[src/rtl/i2s_mic_sched_if.sv]
// Bundle for i2s_mic_sched: frame input, output word handshake and status/control.
interface i2s_mic_sched_if #(
    parameter int DATA_W = 24,
    parameter int NCH    = 8,
    parameter int CH_W   = 3
);
    logic                    frame_stb;
    logic [NCH*DATA_W-1:0]   ch_data;
    logic [NCH-1:0]          ch_detect;
    logic [NCH-1:0]          ch_enable;
    logic [DATA_W-1:0]       out_data;
    logic [CH_W-1:0]         out_ch;
    logic                    out_valid;
    logic                    out_ready;
    logic                    out_last;
    logic                    busy;
    logic                    overrun;
    logic                    ovr_clr;

    modport master (
        output frame_stb, ch_data, ch_detect, ch_enable, out_ready, ovr_clr,
        input  out_data, out_ch, out_valid, out_last, busy, overrun
    );

    modport slave (
        input  frame_stb, ch_data, ch_detect, ch_enable, out_ready, ovr_clr,
        output out_data, out_ch, out_valid, out_last, busy, overrun
    );
endinterface

[src/rtl/i2s_mic_sched.sv]
// Serialises a snapshot of NCH mic samples into an ascending-channel word stream.
// Define I2S_MIC_SCHED_HEADER_EN to prefix each non-empty frame with a header word.
module i2s_mic_sched #(
    parameter int DATA_W = 24,
    parameter int NCH    = 8,
    parameter int CH_W   = 3
) (
    input logic             clk,
    input logic             rst,
    i2s_mic_sched_if.slave  bus
);
    typedef enum logic [1:0] {IDLE, SCAN, SEND} state_t;

    state_t                state_q, state_d;
    logic [NCH*DATA_W-1:0] buf_q, buf_d;
    logic [NCH-1:0]        pend_q, pend_d;
    logic [CH_W-1:0]       sel_q, sel_d;
    logic [DATA_W-1:0]     out_data_q, out_data_d;
    logic [CH_W-1:0]       out_ch_q, out_ch_d;
    logic                  out_valid_q, out_valid_d;
    logic                  out_last_q, out_last_d;
    logic                  overrun_q, overrun_d;
    logic [CH_W-1:0]       low;
    logic                  one_hot;
    logic                  xfer;
    logic                  drop;
`ifdef I2S_MIC_SCHED_HEADER_EN
    logic                  hdr_q, hdr_d;
    logic [7:0]            cnt_q, cnt_d;
`endif

    always_ff @(posedge clk) begin
        if (rst) begin
            state_q     <= IDLE;
            buf_q       <= '0;
            pend_q      <= '0;
            sel_q       <= '0;
            out_data_q  <= '0;
            out_ch_q    <= '0;
            out_valid_q <= 1'b0;
            out_last_q  <= 1'b0;
            overrun_q   <= 1'b0;
`ifdef I2S_MIC_SCHED_HEADER_EN
            hdr_q       <= 1'b0;
            cnt_q       <= '0;
`endif
        end else begin
            state_q     <= state_d;
            buf_q       <= buf_d;
            pend_q      <= pend_d;
            sel_q       <= sel_d;
            out_data_q  <= out_data_d;
            out_ch_q    <= out_ch_d;
            out_valid_q <= out_valid_d;
            out_last_q  <= out_last_d;
            overrun_q   <= overrun_d;
`ifdef I2S_MIC_SCHED_HEADER_EN
            hdr_q       <= hdr_d;
            cnt_q       <= cnt_d;
`endif
        end
    end

    // Priority pick of the lowest pending channel
    always_comb begin
        low = '0;
        for (int unsigned i = NCH; i > 0; i--) begin
            if (pend_q[i-1]) low = CH_W'(i - 1);
        end
        one_hot = (pend_q != '0) && ((pend_q & (pend_q - NCH'(1))) == '0);
    end

    assign xfer = (state_q == SEND) && out_valid_q && bus.out_ready;
    assign drop = bus.frame_stb && (state_q != IDLE);

    always_comb begin
        state_d = state_q;
        case (state_q)
            IDLE: if (bus.frame_stb && ((bus.ch_detect & bus.ch_enable) != '0)) state_d = SCAN;
            SCAN: state_d = SEND;
            SEND: if (xfer) state_d = out_last_q ? IDLE : SCAN;
            default: state_d = IDLE;
        endcase
    end

    always_comb begin
        buf_d       = buf_q;
        pend_d      = pend_q;
        sel_d       = sel_q;
        out_data_d  = out_data_q;
        out_ch_d    = out_ch_q;
        out_valid_d = out_valid_q;
        out_last_d  = out_last_q;
        overrun_d   = drop ? 1'b1 : (bus.ovr_clr ? 1'b0 : overrun_q);
`ifdef I2S_MIC_SCHED_HEADER_EN
        hdr_d       = hdr_q;
        cnt_d       = cnt_q;
`endif
        case (state_q)
            IDLE: begin
                if (bus.frame_stb) begin
                    buf_d  = bus.ch_data;
                    pend_d = bus.ch_detect & bus.ch_enable;
`ifdef I2S_MIC_SCHED_HEADER_EN
                    hdr_d  = ((bus.ch_detect & bus.ch_enable) != '0);
`endif
                end
            end
            SCAN: begin
                out_valid_d = 1'b1;
`ifdef I2S_MIC_SCHED_HEADER_EN
                if (hdr_q) begin
                    out_data_d          = '0;
                    out_data_d[7:0]     = cnt_q;
                    out_data_d[8 +: NCH] = pend_q;
                    out_ch_d            = '1;
                    out_last_d          = 1'b0;
                end else
`endif
                begin
                    sel_d      = low;
                    out_data_d = buf_q[int'(low)*DATA_W +: DATA_W];
                    out_ch_d   = low;
                    out_last_d = one_hot;
                end
            end
            SEND: begin
                if (xfer) begin
                    out_valid_d = 1'b0;
`ifdef I2S_MIC_SCHED_HEADER_EN
                    if (hdr_q) begin
                        hdr_d = 1'b0;
                        cnt_d = cnt_q + 8'd1;
                    end else
`endif
                    pend_d[sel_q] = 1'b0;
                end
            end
            default: ;
        endcase
    end

    assign bus.out_data  = out_data_q;
    assign bus.out_ch    = out_ch_q;
    assign bus.out_valid = out_valid_q;
    assign bus.out_last  = out_last_q;
    assign bus.busy      = (state_q != IDLE);
    assign bus.overrun   = overrun_q;
endmodule

[src/flat_wrapper.sv]
// flat-port wrapper written by rule: the top's interface ports become plain ports
module i2s_mic_sched_flat 
#(
    parameter int DATA_W = 24,
    parameter int NCH    = 8,
    parameter int CH_W   = 3
)
  (clk, rst, bus_frame_stb, bus_ch_data, bus_ch_detect, bus_ch_enable, bus_out_ready, bus_ovr_clr, bus_out_data, bus_out_ch, bus_out_valid, bus_out_last, bus_busy, bus_overrun);
  i2s_mic_sched_if #(.DATA_W(DATA_W), .NCH(NCH), .CH_W(CH_W)) bus_i ();
  input logic clk;
  input logic rst;
  input wire logic [$bits(bus_i.frame_stb)-1:0] bus_frame_stb;
  input wire logic [$bits(bus_i.ch_data)-1:0] bus_ch_data;
  input wire logic [$bits(bus_i.ch_detect)-1:0] bus_ch_detect;
  input wire logic [$bits(bus_i.ch_enable)-1:0] bus_ch_enable;
  input wire logic [$bits(bus_i.out_ready)-1:0] bus_out_ready;
  input wire logic [$bits(bus_i.ovr_clr)-1:0] bus_ovr_clr;
  output wire logic [$bits(bus_i.out_data)-1:0] bus_out_data;
  output wire logic [$bits(bus_i.out_ch)-1:0] bus_out_ch;
  output wire logic [$bits(bus_i.out_valid)-1:0] bus_out_valid;
  output wire logic [$bits(bus_i.out_last)-1:0] bus_out_last;
  output wire logic [$bits(bus_i.busy)-1:0] bus_busy;
  output wire logic [$bits(bus_i.overrun)-1:0] bus_overrun;
  assign bus_i.frame_stb = bus_frame_stb;
  assign bus_i.ch_data = bus_ch_data;
  assign bus_i.ch_detect = bus_ch_detect;
  assign bus_i.ch_enable = bus_ch_enable;
  assign bus_i.out_ready = bus_out_ready;
  assign bus_i.ovr_clr = bus_ovr_clr;
  assign bus_out_data = bus_i.out_data;
  assign bus_out_ch = bus_i.out_ch;
  assign bus_out_valid = bus_i.out_valid;
  assign bus_out_last = bus_i.out_last;
  assign bus_busy = bus_i.busy;
  assign bus_overrun = bus_i.overrun;
  i2s_mic_sched #(.DATA_W(DATA_W), .NCH(NCH), .CH_W(CH_W)) u_core (.clk(clk), .rst(rst), .bus(bus_i));
endmodule
[config.mk]
export PLATFORM = sky130hd
export DESIGN_NAME = i2s_mic_sched_flat
export DESIGN_NICKNAME = d
export VERILOG_FILES = /design/src/rtl/i2s_mic_sched_if.sv /design/src/rtl/i2s_mic_sched.sv /design/src/flat_wrapper.sv
export SDC_FILE = /design/constraint.sdc
export NUM_CORES = 1
export LEC_CHECK = 0
export ABC_AREA = 1
export CORE_MARGIN = 2
export CORE_UTILIZATION = 55
export CTS_CLUSTER_DIAMETER = 80
export DETAILED_ROUTE_END_ITERATION = 8
export DONT_BUFFER_PORTS = 1
export PLACE_DENSITY = 0.72
export SYNTH_ARGS = -nofsm -noshare
export SYNTH_HDL_FRONTEND = slang
export SYNTH_SLANG_ARGS = --single-unit
[constraint.sdc]
create_clock -name clk -period 1.9 [get_ports clk]
set_input_delay 0.19 -clock clk [delete_from_list [all_inputs] [get_ports clk]]
set_output_delay 0.19 -clock clk [all_outputs]
set_load 0.02 [all_outputs]
==> impl_metrics.ini <==
[floorplan]
num_rows = 50
core-area_mm2 = 0.0185
io_pins = 244
dieArea_mm2 = 0.0198
fp.dieW_um = 141
die_h_um = 141
initial_core_util_pct = 55.6

[timing]
fin_crit_sh_pct = 96.2
setup_viol = 0
fin_setup_tns_ns = 0
fmax_mhz = 547
drv_slew = 0
tightestPinTransition_ns = 0.672
setup_ws_ns = 0.0727
hold_viol = 0
fin_crit_ns = 1.83
fin_skew_ns = 0.0104
slew_headroom_pct = 55.0

[detailed_routing]
drt-total-wl_um = 36000
route.met3.wl_um = 3060
highest_layer = met4
wl_met2_um = 17500
vias_per_cell = 5.74
drt-pass1-iter-count = 7
drt_iter0_drc = 1159
num_vias = 11000
ant_nets = 0
route.detailed.drc = 0
m1WireLength_um = 14200
routedWlPerCell_um = 18.8

[clocking]
h-tree-depth = 1
tritoncts = built
cts_made_buffers = 25
insertion_delay_ns = 0.52
clk_pin_slew_ns = 0.06
cts_sinks = 232
root_buffer = clkbuf_16
clock_path_buffers = 3

[power]
power.static_leakage_nw = 5.83
peakVddDrop_uv = 738
pwr_density_cell_mw_per_mm2 = 1110

[place]
post-place-cells = 1652
post-place-ws_ns = 0.111
io_buffers = 0
hpwl_um = 20800
gp_congestion = 0.932

[global_route]
antenna_found_initial = 0
grt_overflow = 0
grt_pass1_vias = 10200
grt_first_pass_wirelength_um = 54100
grt_max_degree = 97
grtUsageTotal_pct = 34.0

[yosys]
synth_seq_cells = 232
synth_nets = 1718
ys_types = 25
netlist_area_mm2 = 0.0103
ys_seq_area_share_pct = 45.1
netlist_instances = 1505
yosys_warnings = 0
post_synth.cell_area_avg_um2 = 6.84

[job]
max_cap_viol_count = 0

[layout]
fin_cells = 1913
antenna_cells = 0
finalNetCount = 1877
drive_gt1_share_pct = 5.60
fillers = 1425
syn_to_final_growth_pct = 31.8

[critical_path]
crit_type = reg2reg
endpoint_kind = register
worstPathMaxFanout = 12
arrival_ns = 2.29
cp.required_ns = 2.36
cp-start-kind = register

[run_status]
status = completed

[worst_hold_path]
hold_path.class = in2reg
## power breakdown
group	internal, mW	switching (mW)
clock	2.70	1.93
sequential	5.58	0.507
combinational	1.60	2.70
## cells in the mapped netlist, drive strengths merged
library cell  count  area, µm²
inv             146        548
o221ai            1       8.76
nor3              6       30.0
a211oi            1       7.51
clkbuf           76        285
nor2            206        786
buf              39        230
nand3           244       1220
a21oi           116        584
o31ai             2       15.0
nand2           223        850
a31oi             3       18.8
dfxtp           232       4640
nand4             6       37.5
o21ai           204       1020
## path summary, 6_finish.rpt
path                    start                 endpoint  slack [ns]  cells past startpoint
max          u_core.pend_q[7]  u_core.bus.out_data[19]        0.07                     14
min             bus_out_ready     u_core.bus.out_valid        0.04                      5
max reg2reg  u_core.pend_q[7]  u_core.bus.out_data[19]        0.07                     14
min reg2reg  u_core.buf_q[48]         u_core.buf_q[48]        0.45                      2
## repair_timing
item,in CTS,in global routing
hold buffers,212,0
setup buffers,0,2
hold endpoints to repair,206,0
resized for setup,0,16
endpoints found under the setup margin,0,24
## flip-flops by register name (all words and copies together) (netlist names)
signal                cells
u_core.buf_q            192
u_core.bus.out_data      24
u_core.bus.out_last       1
u_core.bus.out_valid      1
u_core.bus.overrun        1
u_core.pend_q             8
u_core.sel_q              3
u_core.state_q            2
## layout by cell type (no fill, tap or decap), types with 3 or more instances in the layout
| master | count |
|---|---|
| clkbuf_8 | 4 |
| clkbuf_1 | 8 |
| nand3_1 | 236 |
| nand2_1 | 220 |
| a31oi_1 | 3 |
| buf_4 | 12 |
| clkbuf_16 | 28 |
| a21oi_1 | 114 |
| buf_12 | 15 |
| buf_6 | 5 |
| nand4_1 | 6 |
| inv_2 | 5 |
| o21ai_0 | 203 |
| clkinv_2 | 5 |
| nor3_1 | 6 |
| nor2_1 | 203 |
| dfxtp_1 | 230 |
| inv_1 | 139 |
| dlygate4sd3_1 | 212 |
| nand3_2 | 8 |
## cells by family after synthesis
logic type             after synthesis  share of synthesized area [%]
AND/OR/NAND/NOR                    685                           28.4
flip-flops                         232                           45.1
buffers and inverters              261                           10.3
AO/OA/AOI/OAI                      327                           16.1
## through the flow
| step | hold slack, ns | total power, mW | area (µm²) | util (%) |
|---|---|---|---|---|
| after global placement | 0.262 | 9.69 | 10500 | 56.7 |
| final | 0.0379 | 15.0 | 13600 | 73.2 |
| after CTS | 0.0111 | 14.7 | 13400 | 72.3 |
| after global routing | 0.108 | 15.7 | 13600 | 73.2 |
| after detailed placement | 0.263 | 9.75 | 10500 | 56.7 |
| after floorplan | 0.259 | 8.67 | 10300 | - |
## routing by layer
layer	up-vias	track usage (%)
li1	5223	-
met1	5062	43.0
met2	587	58.2
met3	102	6.39
met4	0	12.6
met5	-	0
## cell type report
cell class	count	area, µm²	area share, %
Clock buffer	37	711	5.24
Inverter	146	554	4.09
Clock inverter	5	50.0	0.369
Multi-Input combinational cell	1012	4660	34.4
Timing Repair Buffer	247	2640	19.5
Sequential cell	232	4650	34.3
Tap cell	234	293	2.16
## worst max-delay path, stage by stage (launching register included)
cell       delay [ns]
dfxtp_2          0.35
inv_1            0.06
nand2_1          0.09
nand3_1          0.07
nand2_1          0.06
nand2_1          0.08
nand2_4          0.16
buf_4            0.18
clkbuf_16        0.17
nand3_1          0.07
nand3_1          0.09
nand3_1          0.15
nand3_1          0.13
nand2_1          0.05
inv_1            0.05
No activity file was read; power rests on OpenSTA's default activity.
